<file path="src/rtl/anton_neopixel_stream.sv">
// Streams a byte buffer out as a WS2812-style single-wire pulse train, MSB first,
// followed by a low latch period and a one-cycle end-of-frame pulse.

`ifndef BUFFER_END_DEFAULT
`define BUFFER_END_DEFAULT 8191
`endif

module anton_neopixel_stream #(
  parameter int unsigned BUFFER_END   = `BUFFER_END_DEFAULT,
  parameter int unsigned CYCLES_T0H   = 20,
  parameter int unsigned CYCLES_T1H   = 40,
  parameter int unsigned CYCLES_BIT   = 63,
  parameter int unsigned CYCLES_RESET = 2500
) (
  input  logic                              busClk,
  input  logic                              busRst,
  input  logic [12:0]                       regMax,
  input  logic                              regCtrlLimit,
  input  logic                              regCtrlRun,
  input  logic                              regCtrl32bit,
  output logic [$clog2(BUFFER_END+1)-1:0]   pixelAddr,
  input  logic [7:0]                        pixelData,
  output logic                              neoData,
  output logic                              streamSyncOf,
  output logic                              state
);

  localparam int unsigned AddrW  = $clog2(BUFFER_END + 1);
  localparam int unsigned CntMax = (CYCLES_BIT > CYCLES_RESET) ? CYCLES_BIT : CYCLES_RESET;
  localparam int unsigned CntW   = $clog2(CntMax);

  localparam logic [CntW-1:0] BitLast   = CntW'(CYCLES_BIT - 1);
  localparam logic [CntW-1:0] BitLoad   = CntW'(CYCLES_BIT - 2);
  localparam logic [CntW-1:0] LatchLast = CntW'(CYCLES_RESET - 1);
  localparam logic [CntW-1:0] T0hCnt    = CntW'(CYCLES_T0H);
  localparam logic [CntW-1:0] T1hCnt    = CntW'(CYCLES_T1H);

  typedef enum logic [1:0] {StIdle, StLoad, StBit, StLatch} fsmState_e;

  fsmState_e        fsmQ, fsmD;
  logic [AddrW-1:0] byteIdxQ, byteIdxD;
  logic [AddrW-1:0] lastIdxQ, lastIdxD;
  logic             mode32Q, mode32D;
  logic [7:0]       shiftQ, shiftD;
  logic [2:0]       bitCntQ, bitCntD;
  logic [CntW-1:0]  cntQ, cntD;

  logic [AddrW-1:0] lastSel;
  logic [AddrW:0]   idxInc, nextIdx;
  logic             isLast;

  always_comb begin
    lastSel = AddrW'(BUFFER_END);
    if (regCtrlLimit && (32'(regMax) < BUFFER_END)) begin
      lastSel = AddrW'(regMax);
    end
  end

  // Next byte to send, skipping the fourth byte of each word in 32-bit mode.
  always_comb begin
    idxInc  = {1'b0, byteIdxQ} + (AddrW+1)'(1);
    nextIdx = idxInc;
    if (mode32Q && (idxInc[1:0] == 2'b11)) begin
      nextIdx = idxInc + (AddrW+1)'(1);
    end
    isLast = nextIdx > {1'b0, lastIdxQ};
  end

  always_ff @(posedge busClk or posedge busRst) begin
    if (busRst) begin
      fsmQ     <= StIdle;
      byteIdxQ <= '0;
      lastIdxQ <= '0;
      mode32Q  <= 1'b0;
      shiftQ   <= '0;
      bitCntQ  <= '0;
      cntQ     <= '0;
    end else begin
      fsmQ     <= fsmD;
      byteIdxQ <= byteIdxD;
      lastIdxQ <= lastIdxD;
      mode32Q  <= mode32D;
      shiftQ   <= shiftD;
      bitCntQ  <= bitCntD;
      cntQ     <= cntD;
    end
  end

  always_comb begin
    fsmD     = fsmQ;
    byteIdxD = byteIdxQ;
    lastIdxD = lastIdxQ;
    mode32D  = mode32Q;
    shiftD   = shiftQ;
    bitCntD  = bitCntQ;
    cntD     = cntQ;
    unique case (fsmQ)
      StIdle: begin
        if (regCtrlRun) begin
          fsmD     = StLoad;
          byteIdxD = '0;
          lastIdxD = lastSel;
          mode32D  = regCtrl32bit;
        end
      end
      StLoad: begin
        shiftD  = pixelData;
        bitCntD = '0;
        cntD    = '0;
        fsmD    = StBit;
      end
      StBit: begin
        // The LOAD cycle doubles as the final low cycle of the byte's last bit.
        if ((bitCntQ == 3'd7) && !isLast && (cntQ == BitLoad)) begin
          fsmD     = StLoad;
          byteIdxD = nextIdx[AddrW-1:0];
        end else if (cntQ == BitLast) begin
          cntD = '0;
          if (bitCntQ == 3'd7) begin
            fsmD = StLatch;
          end else begin
            bitCntD = bitCntQ + 3'd1;
            shiftD  = {shiftQ[6:0], 1'b0};
          end
        end else begin
          cntD = cntQ + CntW'(1);
        end
      end
      StLatch: begin
        if (cntQ == LatchLast) begin
          fsmD = StIdle;
          cntD = '0;
        end else begin
          cntD = cntQ + CntW'(1);
        end
      end
      default: fsmD = StIdle;
    endcase
  end

  assign state        = (fsmQ != StIdle);
  assign pixelAddr    = byteIdxQ;
  assign neoData      = (fsmQ == StBit) && (cntQ < (shiftQ[7] ? T1hCnt : T0hCnt));
  assign streamSyncOf = (fsmQ == StLatch) && (cntQ == LatchLast);

endmodule

</file>
<file path="config.mk">
export PLATFORM = sky130hd
export DESIGN_NAME = anton_neopixel_stream
export DESIGN_NICKNAME = d
export VERILOG_FILES = /design/src/rtl/anton_neopixel_stream.sv
export SDC_FILE = /design/constraint.sdc
export NUM_CORES = 1
export LEC_CHECK = 0
export ABC_AREA = 1
export CORE_MARGIN = 10
export CORE_UTILIZATION = 55
export CTS_CLUSTER_DIAMETER = 60
export DETAILED_ROUTE_END_ITERATION = 6
export PLACE_DENSITY_LB_ADDON = 0.05
export SLEW_MARGIN = 30
export SYNTH_ARGS = -nofsm -noshare
export SYNTH_HDL_FRONTEND = slang
export SYNTH_SLANG_ARGS = --single-unit
</file>
<file path="constraint.sdc">
create_clock -name busClk -period 7.6 [get_ports busClk]
set_input_delay 0.76 -clock busClk [delete_from_list [all_inputs] [get_ports busClk]]
set_output_delay 0.76 -clock busClk [all_outputs]
set_load 0.02 [all_outputs]
</file>
After elaboration in Yosys (flattened, before gate mapping)
Cells that the tools add are included.
{"block": "totals", "regBits": 52, "out_inout_bits": 16, "word_cells": 71}
{"block": "op_classes", "n_addsub": 4, "magnitude_cmp": 3, "eq_ne": 16, "n_mux": 24, "n_reduce_logical": 17}
{"op": "13-bit two-way mux", "count": 3}
{"op": "12-bit two-way mux", "count": 3}
{"op": "12-bit case mux with 3 select lines", "count": 1}
{"op": "13-bit case mux with 2 select lines", "count": 1}
{"op": "12-bit by 6-bit equality test with 1-bit output (second input constant)", "count": 2}
{"op": "8-bit two-way mux", "count": 3}
{"op": "8-bit case mux with 2 select lines", "count": 1}
{"op": "13-bit by 1-bit adder with 14-bit output (second input constant)", "count": 1}
{"op": "14-bit by 1-bit adder with 14-bit output (second input constant)", "count": 1}
{"op": "14-bit by 13-bit > comparator with 1-bit output", "count": 1}
{"op": "14-bit two-way mux", "count": 1}
{"op": "13-bit < comparator (second input constant)", "count": 1}
{"op": "12-bit by 1-bit adder with 12-bit output (second input constant)", "count": 1}
{"op": "12-bit equality test (second input constant)", "count": 1}
{"op": "12-bit by 6-bit < comparator with 1-bit output", "count": 1}
{"op": "2-bit != test (second input constant)", "count": 6}
{"op": "2-bit two-way mux", "count": 5}
{"op": "3-bit two-way mux", "count": 3}
{"op": "2-bit case mux with 4 select lines", "count": 1}
{"op": "4-bit AND reduction", "count": 2}
{"op": "2-bit equality test (second input constant)", "count": 3}
{"op": "1-bit logical AND", "count": 6}
{"op": "6-bit two-way mux", "count": 1}
{"op": "3-bit != test (second input constant)", "count": 2}
{"op": "10 further kinds", "count": 13}

Depth between registers and ports, before layout
Gate-level depths: netlist of the first run.
{"block": "depth", "depth_word": 10, "depth_mapped": 26, "mapped_depth_nobuf": 26}

Worst setup path before layout of the first run
Ideal clock, no wire load.
{"block": "synth_timing", "path_kind": "reg2reg", "startpoint": "reg byteIdxQ[0], in the netlist pixelAddr[0]", "endpoint": "reg cntQ[5]", "setup_ns": 0.118, "arrival_ns": 3.096, "t_required_ns": 7.482, "slack_ns": 4.385, "stages_incl_launch_ff": 26, "n_path_buf": 1, "synth_period_minus_slack_ns": 3.215, "cell_sequence": "dfrtp_1 -> inv_2 -> ha_1 -> inv_1 -> nand3_1 -> nor2_1 -> nand3_2 -> nor2_4 -> nand2_2 -> xor2_1 -> inv_1 -> ha_1 -> nand2_1 -> nor2_1 -> nand3_1 -> nand3_1 -> nand2_1 -> nand2_1 -> nand2_1 -> nand2_1 -> nand2_1 -> nand3_4 -> nand2_2 -> buf_6 -> nand2_1 -> o21ai_2"}
{"block": "synth_via", "elab_chain_len": 10, "elab_cells_between_ends": 11}
{"item": "from (decl)", "line": "41", "source": "logic [AddrW-1:0] byteIdxQ, byteIdxD;"}
{"item": "from (signal assigned)", "line": "80", "source": "byteIdxQ <= byteIdxD;"}
{"item": "13-bit by 1-bit adder with 14-bit output *", "line": "61", "source": "idxInc = {1'b0, byteIdxQ} + (AddrW+1)'(1);"}
{"item": "branches (longest 2 deep; another with 14-bit by 1-bit adder with 14-bit output)"}
{"item": "14-bit two-way mux *", "line": "63", "source": "if (mode32Q && (idxInc[1:0] == 2'b11)) begin"}
{"item": "14-bit by 13-bit > comparator with 1-bit output *", "line": "66", "source": "isLast = nextIdx > {1'b0, lastIdxQ};"}
{"item": "1-bit logical NOT *", "line": "114", "source": "if ((bitCntQ == 3'd7) && !isLast && (cntQ == BitLoad)) begin"}
{"item": "1-bit logical AND * (2 in a row)", "line": "114"}
{"item": "2-bit != test (no line) *"}
{"item": "2-bit AND reduction (no line) *"}
{"item": "to (signal assigned)", "line": "85", "source": "cntQ <= cntD;"}
{"item": "to (decl)", "line": "46", "source": "logic [CntW-1:0] cntQ, cntD;"}
Every way passes the cells marked *.
A chain may end at the register's enable or synchronous reset.

Worst setup path after layout of the first run
{"block": "layout_timing", "startpoint": "reg byteIdxQ[0], in the netlist pixelAddr[0]", "endpoint": "reg byteIdxQ[9], in the netlist pixelAddr[9]"}
{"block": "layout_via", "elab_chain_len": 10, "elab_cells_between_ends": 13}
{"item": "13-bit by 1-bit adder with 14-bit output *", "line": "61"}
{"item": "branches (longest 2 deep; another with 14-bit by 1-bit adder with 14-bit output)"}
{"item": "14-bit two-way mux *", "line": "63"}
{"item": "14-bit by 13-bit > comparator with 1-bit output", "line": "66"}
{"item": "1-bit logical NOT", "line": "114"}
{"item": "1-bit logical AND (2 in a row)", "line": "114"}
{"item": "2-bit != test (no line)"}
{"item": "3-bit AND reduction (no line)"}
Every way passes the cells marked *. The select of a mux whose other input is x is not followed.

==> flow_metrics.py, run 1 <==
metrics = {
    "yosys": {
        "yosysSeqAreaShare_pct": 34.7,
        "synth_edf_count": 0,
        "synth_top_cell_area_share_pct": 34.7,
        "ys_top_cells_by_area": "dfrtp_1 (35%), nand2_1 (15%), inv_1 (10%), ha_1 (7.7%), nand3_1 (4.9%)",
        "synthCells": 536,
        "synth_top_area_cell": "dfrtp_1",
        "synth_ff_type": "dfrtp_1",
        "synth_area_per_cell_um2": 7.01,
        "synth_seq_cells": 52,
        "syn_nets": 585,
        "synth.yosys.warnings": 0,
        "syn_area_um2": 3750,
        "yosysUniqueCellTypes": 34,
        "async_flop_share_pct": 100,
    },
    "setup_path": {
        "path_max_fanout": 23,
        "critPathLaunchType": "flop",
        "cp.arrival_ns": 3.88,
        "required_ns": 7.81,
        "setup.worst_path.class": "flop to flop",
        "crit_path_end_kind": "flop",
    },
    "timing": {
        "drv_slew": 0,
        "skew_ns": 0.0140,
        "timing.final.crit_share_pct": 48.4,
        "setup_tns_ns": 0,
        "setup_viol_count_final": 0,
        "rsz0062_at_grt": "no",
        "timing.final.ws_setup_ns": 3.93,
        "max-slew-margin-rel_pct": 40.2,
        "fin_crit_ns": 3.67,
        "worst_slew_pin_slew_ns": 0.888,
        "finalHoldViolCount": 0,
        "max_freq_mhz": 272,
    },
    "place": {
        "place_inst": 650,
        "place_ws_ns": 3.99,
        "portBuffers": 41,
        "post_dp_cell_area_um2": 4220,
        "dpl.hpwl_um": 6420,
        "gp_congestion": 0.893,
    },
    "route": {
        "initialDrtViolationCount": 134,
        "drt-total-wl_um": 8310,
        "drtPass1Iterations": 4,
        "routedWlPerCell_um": 12.6,
        "via_per_inst": 5.17,
        "drc": 0,
        "vias": 3405,
        "ant_nets": 0,
    },
    "clock_network": {
        "postCtsSetupBuffers": 0,
        "cts_buffer_depth": 2,
        "cts_hold_buffers": 0,
        "cts_sinks": 52,
        "clockRootBuffer": "clkbuf_8",
        "cts_tree": "yes",
        "clk_pin_slew_ns": 0.10,
        "cts_resized": 0,
        "numCtsBuffers": 5,
        "clock_latency_ns": 0.32,
        "htree_num_levels": 2,
    },
    "power": {
        "power.total_mw": 0.492,
        "peakVddDrop_mv": 0.0841,
        "power_leakage_nw": 2.24,
        "power_density_nw_per_um2": 114,
    },
    "finish": {
        "layoutNonFillerInstCount": 658,
        "final_area_um2": 4320,
        "drive_gt1_share_pct": 7.09,
        "diodes": 0,
        "area_growth_pct": 14.9,
        "layout.nets": 626,
    },
    "global_route": {
        "grt_pass1_wl_um": 14400,
        "grt_pass1_vias": 3212,
        "antenna_found_initial": 0,
        "grt-ovfl-total": 0,
        "grt.total_usage_pct": 16.7,
        "grt_start_max_net_pins": 53,
    },
    "floorplanning": {
        "die_x_um": 103,
        "ioPinCount": 42,
        "start_util_pct": 55.9,
        "rows": 30,
        "core_um2": 6720,
        "die_h_um": 103,
        "dieArea_um2": 10500,
    },
    "flow_run": {
        "drv_cap": 0,
    },
    "min_path": {
        "timing.hold.worst.class": "flop to flop",
    },
    "outcome": {
        "status": "finished, final reports clean",
    },
}
-- stage by stage --
stage | utilization (%) | hold slack, ns
after CTS | 64.2 | 0.490
final | 64.2 | 0.501
after floorplan | - | 0.442
after detailed placement | 62.8 | 0.466
after global routing | 64.2 | 0.542
after global placement | 62.8 | 0.467
-- power by group --
group | total (mW) | leakage [nW] | internal, mW | switching [mW]
logic | 0.0363 | 1.56 | 0.0181 | 0.0181
registers | 0.284 | 0.640 | 0.282 | 0.00176
clock network | 0.172 | 0.0463 | 0.0679 | 0.104
total | 0.492 | 2.24 | 0.368 | 0.124
-- synth_stat cells, drive strengths merged, types with 2 or more instances --
library cell / n
a21oi: 5
buf: 4
clkbuf: 4
dfrtp: 52
ha: 23
inv: 104
nand2: 153
nand3: 39
nand4: 10
nor2: 55
nor3: 3
nor4: 2
o211ai: 8
o21ai: 48
o31ai: 9
xor2: 9
-- critical path, cell delays in order, from the launching register on --
cell	delay (ns)
dfrtp_1	0.45
inv_2	0.14
ha_1	0.16
nand2_1	0.12
inv_1	0.13
nand3_1	0.10
nor2_1	0.19
nand3_2	0.14
nor2_4	0.15
nand2_2	0.08
xor2_1	0.26
inv_1	0.09
ha_1	0.31
nand2_1	0.07
nor2_1	0.17
nand3_1	0.09
nand3_1	0.09
nand2_1	0.05
nand2_1	0.05
nand2_1	0.04
nand2_1	0.05
nand2_1	0.10
nand3_4	0.12
nand2_4	0.19
nand2_1	0.16
o21ai_2	0.06
-- cells by family (layout without fill, tap and decap cells) --
family / after synthesis / count (layout) / synth area share [%]
flops: 52 / 52 / 34.7
xor+xnor: 10 / 10 / 2.33
fa+ha+maj: 23 / 23 / 7.66
buf+inv: 112 / 154 / 11.8
simple gates: 265 / 265 / 30.8
compound gates: 74 / 74 / 12.7
-- final cells by class --
cell class,count,area (µm²)
clock inverter,3,27.5
sequential,52,1300
timing repair buffer,42,418
tap,80,100
fill,621,2400
multi-input combinational,372,2010
inverter,104,390
clock buffer,5,68.8
-- state kept, by name, summed over array words and instances (netlist names) --
register	cells
pixelAddr	13
cntQ	12
bitCntQ	3
mode32Q	1
fsmQ	2
shiftQ	8
lastIdxQ	13
-- cell usage in the layout, fill, tap and decap left out --
master	instances
nor4_1	2
o21a_1	1
a2111oi_0	1
nor3_1	3
clkinv_4	1
o41ai_2	1
o21ai_2	12
nor2_4	3
buf_4	1
ha_1	23
o21ai_0	34
a21o_1	1
inv_8	1
dfrtp_1	52
xnor2_1	1
nand4_1	10
and2_1	1
nor2_1	47
o21ai_1	2
inv_2	3
inv_1	101
nand2_2	4
xor2_1	9
nand2_1	148
o211ai_1	8
clkbuf_8	5
nand3_4	1
nand3b_1	1
or2_2	1
o31ai_1	9
nand3_2	1
nand3_1	37
nand2_4	1
a21oi_1	5
clkinvlp_4	1
clkdlybuf4s50_1	41
nor2_2	5
-- per-layer routing --
metal	up-vias	GRT usage, %	share of wire [%]
met1	1549	22.5	50
met4	0	4.88	1.6
li1	1777	-	-
met5	-	0	0
met2	67	26.7	44
met3	12	2.68	4.2
-- worst paths after layout --
path / slack (ns) / endpoint / from / cells past startpoint
max in group asynchronous: 6.22 / cntQ[11]$_DFFE_PP0P_ / busRst / 3
max reg2reg: 3.93 / pixelAddr[9]$_DFFE_PP0P_ / pixelAddr[0]$_DFFE_PP0P_ / 25
min: 0.50 / lastIdxQ[0]$_DFFE_PP0P_ / lastIdxQ[0]$_DFFE_PP0P_ / 2
min in group asynchronous: 0.92 / lastIdxQ[11]$_DFFE_PP0P_ / busRst / 3
min reg2reg: 0.50 / lastIdxQ[0]$_DFFE_PP0P_ / lastIdxQ[0]$_DFFE_PP0P_ / 2
max: 3.93 / pixelAddr[9]$_DFFE_PP0P_ / pixelAddr[0]$_DFFE_PP0P_ / 25
No activity file was read; power rests on OpenSTA's default activity.
==> run 2: changes to the inputs <==
==> constraint.sdc (replaced) <==
create_clock -name busClk -period 3.6 [get_ports busClk]
set_input_delay 0.36 -clock busClk [delete_from_list [all_inputs] [get_ports busClk]]
set_output_delay 0.36 -clock busClk [all_outputs]
set_load 0.02 [all_outputs]
==> run 2 against run 1 <==
Global-route usage rose by 0.23 points. Fmax increased by 7.3%. Non-clock buffer count rose by 7. Critical path type unchanged. Largest cell class unchanged.
==> flow_metrics.py, run 2 (synthesized netlist as in run 1, its figures left out) <==
metrics = {
    "clock_network": {
        "clockRootBuffer": "clkbuf_8",
        "cts_sinks": 52,
        "cts_tree": "yes",
        "clock_latency_ns": 0.31,
        "cts_buffer_depth": 2,
        "numCtsBuffers": 5,
        "htree_num_levels": 2,
        "clk_pin_slew_ns": 0.11,
    },
    "route": {
        "drc": 0,
        "routedWlPerCell_um": 13.7,
        "vias": 3484,
        "initialDrtViolationCount": 176,
        "via_per_inst": 5.22,
        "drt-total-wl_um": 9140,
        "drtPass1Iterations": 4,
        "ant_nets": 0,
    },
    "power": {
        "power_density_nw_per_um2": 243,
        "power.total_mw": 1.10,
        "peakVddDrop_mv": 0.207,
        "power_leakage_nw": 2.33,
    },
    "global_route": {
        "grt_pass1_wl_um": 14600,
        "grt-ovfl-total": 0,
        "antenna_found_initial": 0,
        "grt_start_max_net_pins": 36,
        "grt_pass1_vias": 3277,
        "grt.total_usage_pct": 16.9,
    },
    "place": {
        "portBuffers": 41,
        "place_inst": 652,
        "post_dp_cell_area_um2": 4230,
        "dpl.hpwl_um": 6550,
        "gp_congestion": 0.918,
        "place_ws_ns": -0.0502,
    },
    "setup_path": {
        "path_delay_family": "simple AND/OR/NAND/NOR gates",
        "r2r_cells": 23,
        "critPathLaunchType": "flop",
        "path_max_fanout": 11,
        "cp.arrival_ns": 3.64,
        "slowest_stage": "dfrtp_2",
        "cp_num_buf_inv": 2,
        "crit_path_end_kind": "flop",
        "cp_num_cells": 23,
        "setup.worst_path.class": "flop to flop",
        "crit_top_cell": "nand2_1",
        "slowest_delay_ns": 0.46,
        "required_ns": 3.81,
        "cp_cell_sequence": "ha_4 -> nand2_1 -> nor2_4 -> nand2_2 -> nand2_1 -> nand4_1 -> buf_4 -> o21ai_1 -> inv_1 -> ha_1 -> nand2_1 -> nor2_2 -> nand3_1 -> nand3_1 -> nand2_1 -> nand2_1 -> nand2_1 -> nand2_1 -> nand2_2 -> nand3_4 -> nand2_8 -> nand2_1 -> nand2_1",
    },
    "floorplanning": {
        "dieArea_um2": 10500,
        "core_um2": 6720,
        "die_h_um": 103,
        "start_util_pct": 55.9,
        "rows": 30,
        "ioPinCount": 42,
        "die_x_um": 103,
    },
    "finish": {
        "diodes": 0,
        "layout_common_cells": "nand2_1 (143), inv_1 (100), dfrtp_1 (50)",
        "final_util_pct": 67.4,
        "final_common_cell": "nand2_1",
        "layoutNonFillerInstCount": 668,
        "final_area_um2": 4530,
        "drive_gt1_share_pct": 11.2,
        "layout.nets": 636,
        "area_growth_pct": 20.7,
    },
    "timing": {
        "max-slew-margin-rel_pct": 26.3,
        "timing.final.ws_setup_ns": 0.176,
        "timing.final.crit_share_pct": 95.1,
        "worst_slew_pin_slew_ns": 1.10,
        "max_freq_mhz": 292,
        "skew_ns": 0.00897,
        "setup_viol_count_final": 0,
        "finalHoldViolCount": 0,
        "fin_crit_ns": 3.42,
        "drv_slew": 0,
    },
    "flow_run": {
        "drv_cap": 0,
    },
    "min_path": {
        "timing.hold.worst.class": "primary input to asynchronous set/reset pin",
    },
    "outcome": {
        "status": "finished, final reports clean",
    },
}
==> run 2: cell types whose count changed in the layout (fill, tap and decap cells not counted), sizes merged <==
cell	previous run	this run
buf	1	8
bufinv	0	1
clkinvlp	1	0
nand2	153	156
==> run 2: worst paths after layout <==
| path | from | to | slack [ns] |
|---|---|---|---|
| hold / removal | busRst | shiftQ[2]$_DFFE_PP0P_ | 0.49 |
| setup reg to reg | pixelAddr[0]$_DFFE_PP0P_ | pixelAddr[12]$_DFFE_PP0P_ | 0.18 |
| setup / recovery | pixelAddr[0]$_DFFE_PP0P_ | pixelAddr[12]$_DFFE_PP0P_ | 0.18 |
| max in group asynchronous | busRst | pixelAddr[1]$_DFFE_PP0P_ | 2.35 |
| min in group busClk | lastIdxQ[0]$_DFFE_PP0P_ | lastIdxQ[0]$_DFFE_PP0P_ | 0.51 |
| hold reg to reg | lastIdxQ[0]$_DFFE_PP0P_ | lastIdxQ[0]$_DFFE_PP0P_ | 0.51 |
==> run 2: power by group <==
group / switching, mW / internal (mW) / total [mW]
Sequential: 0.00370 / 0.595 / 0.599
Clock: 0.213 / 0.211 / 0.424
Combinational: 0.0382 / 0.0383 / 0.0765
Total: 0.255 / 0.845 / 1.10
==> run 2: cell type report <==
class | instances | area (µm²)
fillers | 586 | 2190
repair buffers | 49 | 470
clock inverters | 3 | 46.3
multi-input cells | 375 | 2150
clock buffers | 5 | 68.8
flip-flops and latches | 52 | 1300
well taps | 80 | 100
inverters | 104 | 393
==> run 2: what timing repair did <==
item | CTS | global route
gates resized for setup | 2 | 26
hold buffers | 0 | 0
pin swaps | 0 | 11
buffers inserted | 0 | 5
setup endpoints to repair | 21 | 27
gates cloned | 0 | 3
==> run 2: routing by layer <==
| metal | track usage [%] | part of all wire, % | vias to the layer above |
|---|---|---|---|
| met5 | 0 | 0 | - |
| met4 | 2.60 | 0.77 | 0 |
| met3 | 2.75 | 4.8 | 8 |
| met2 | 28.3 | 47 | 85 |
| met1 | 22.7 | 48 | 1591 |
| li1 | - | - | 1800 |
==> run 2: stage by stage <==
stage,hold slack (ns),setup TNS [ns]
after floorplan,0.442,0
after global placement,0.463,0
after detailed placement,0.467,-0.605
after CTS,0.490,0
after global routing,0.534,-2.03
final,0.495,0
==> run 3: changes to the inputs <==
--- a/config.mk
+++ b/config.mk
@@ -6,7 +6,6 @@
 export NUM_CORES = 1
 export LEC_CHECK = 0
 export ABC_AREA = 1
-export CORE_MARGIN = 10
 export CORE_UTILIZATION = 55
 export CTS_CLUSTER_DIAMETER = 60
 export DETAILED_ROUTE_END_ITERATION = 6
==> run 3 against run 2 <==
Non-clock buffer count is 1 higher. Clock skew up 0.0032 ns. Design area shrank 0.80%. Die area is 32% lower. Register-to-register slack improved by 0.03 ns. Total power shrank 6.3%. Clock-buffer cell count stayed put. Clock power fell by 17%. Sequential power about the same. Sequential cell count unchanged. Hold slack got worse by 0.0048 ns.
==> flow_metrics.py, run 3 (synthesized netlist as in run 1, its figures left out) <==
metrics = {
    "route": {
        "vias": 3526,
        "drt-total-wl_um": 8730,
        "via_per_inst": 5.30,
        "initialDrtViolationCount": 129,
        "ant_nets": 0,
        "routedWlPerCell_um": 13.1,
        "drc": 0,
        "drtPass1Iterations": 7,
    },
    "timing": {
        "setup_viol_count_final": 0,
        "holdWs_ns": 0.490,
        "setup_tns_ns": 0,
        "worst_slew_pin_slew_ns": 1.00,
        "max_freq_mhz": 295,
        "finalHoldViolCount": 0,
        "max-slew-margin-rel_pct": 33.1,
        "skew_ns": 0.0122,
        "drv_slew": 0,
        "timing.final.crit_share_pct": 94.2,
        "fin_crit_ns": 3.39,
    },
    "floorplanning": {
        "die_x_um": 84.6,
        "ioPinCount": 42,
        "die_h_um": 84.6,
        "rows": 29,
        "dieArea_um2": 7160,
        "start_util_pct": 58.1,
        "core_um2": 6460,
    },
    "setup_path": {
        "crit_path_end_kind": "flop",
        "cp.arrival_ns": 3.59,
        "path_max_fanout": 12,
        "r2r-start": "pixelAddr[0]$_DFFE_PP0P_",
        "r2r-end": "pixelAddr[1]$_DFFE_PP0P_",
        "setup.worst_path.class": "flop to flop",
        "r2r_cells": 25,
        "required_ns": 3.80,
        "critPathLaunchType": "flop",
        "regToRegSetupSlack_ns": 0.21,
    },
    "power": {
        "power_density_nw_per_um2": 229,
        "power_leakage_nw": 2.33,
        "peakVddDrop_mv": 0.183,
    },
    "finish": {
        "diodes": 0,
        "final_common_cell": "nand2_1",
        "fill_cells": 573,
        "area_growth_pct": 19.7,
        "final_util_pct": 69.6,
        "layout_common_cells": "nand2_1 (142), inv_1 (100), dfrtp_1 (50)",
        "layout.nets": 636,
        "drive_gt1_share_pct": 11.2,
        "regArea_um2": 1300,
        "multi_input_area_um2": 2120,
    },
    "clock_network": {
        "cts_buffer_depth": 2,
        "numCtsBuffers": 5,
        "clk_pin_slew_ns": 0.11,
        "cts_sinks": 52,
        "clockRootBuffer": "clkbuf_8",
        "htree_num_levels": 2,
        "clock_latency_ns": 0.32,
        "cts_tree": "yes",
    },
    "global_route": {
        "grt.total_usage_pct": 25.0,
        "grt_pass1_wl_um": 14500,
        "grt_pass1_vias": 3326,
        "grt-ovfl-total": 0,
        "antenna_found_initial": 0,
        "grt_start_max_net_pins": 53,
    },
    "min_path": {
        "timing.hold.worst.class": "primary input to asynchronous set/reset pin",
    },
    "place": {
        "dpl.hpwl_um": 6220,
        "portBuffers": 41,
        "gp_congestion": 0.895,
    },
    "flow_run": {
        "drv_cap": 0,
    },
    "outcome": {
        "status": "finished, final reports clean",
    },
}
==> run 3: worst max path at each step <==
stage          cells after the start                       end  slack, ns                startpoint
2_1_floorplan                     25       cntQ[5]$_DFFE_PP0P_       0.39  pixelAddr[0]$_DFFE_PP0P_
3_3_place_gp                      25       cntQ[5]$_DFFE_PP0P_       0.08  pixelAddr[0]$_DFFE_PP0P_
3_5_place_dp                      25      cntQ[11]$_DFFE_PP0P_      0.007  pixelAddr[0]$_DFFE_PP0P_
4_1_cts                           25      cntQ[11]$_DFFE_PP0P_       0.04  pixelAddr[0]$_DFFE_PP0P_
5_1_grt                           26  pixelAddr[1]$_DFFE_PP0P_      -0.01  pixelAddr[0]$_DFFE_PP0P_
6_report                          25  pixelAddr[1]$_DFFE_PP0P_       0.21  pixelAddr[0]$_DFFE_PP0P_
==> run 3: repair_timing <==
action	in CTS	in global routing
endpoints found under the hold margin	0	0
pin swaps	0	11
hold buffers	0	0
resized for setup	1	22
endpoints found under the setup margin	7	27
cloned	0	2
buffers inserted	0	8
==> run 3: final cells by class <==
class                           instances  area share, %
Multi-Input combinational cell        374           47.1
Sequential cell                        52           29.0
Timing Repair Buffer                   50           10.9
Inverter                              104           8.79
Tap cell                               77           2.14
Clock buffer                            5           1.53
Clock inverter                          3          0.501
==> run 3: critical path, cell delays in order, from the launching register on <==
cell	delay, ns
dfrtp_2	0.45
inv_4	0.05
ha_1	0.31
inv_1	0.08
nand3_2	0.10
nor2_2	0.18
nand3_2	0.15
nor2_4	0.16
nand2_4	0.09
xor2_2	0.21
inv_1	0.07
ha_1	0.29
nand2_1	0.07
nor2_2	0.12
nand3_1	0.08
nand3_1	0.08
nand2_1	0.05
nand2_1	0.05
nand2_1	0.05
nand2_1	0.06
nand2_2	0.07
nand3_4	0.09
buf_12	0.12
nand2_8	0.08
nand2_1	0.15
nand2_1	0.08
==> run 3: per-layer routing <==
metal / vias up / global-route usage, % / routed length, µm
met2: 112 / 41.8 / 4000
met3: 8 / 3.24 / 415
li1: 1800 / - / -
met4: 0 / 6.16 / 56
met1: 1606 / 34.6 / 4260
met5: - / 0 / 0
==> run 3: power by group <==
part	switching [mW]	leakage [nW]	internal, mW
Clock	0.214	0.0485	0.140
Sequential	0.00375	0.637	0.595
Combinational	0.0384	1.64	0.0378
==> run 3: through the flow <==
stage / setup slack (ns) / area, µm² / power [mW] / instances
6_report: 0.210 / 4500 / 1.03 / 665
5_1_grt: -0.00956 / 4500 / 1.07 / 665
4_1_cts: 0.0414 / 4310 / 1.04 / 655
3_5_place_dp: 0.00708 / 4220 / 0.688 / 647
3_3_place_gp: 0.0843 / 4220 / 0.685 / 647
2_1_floorplan: 0.385 / 3750 / 0.646 / 536
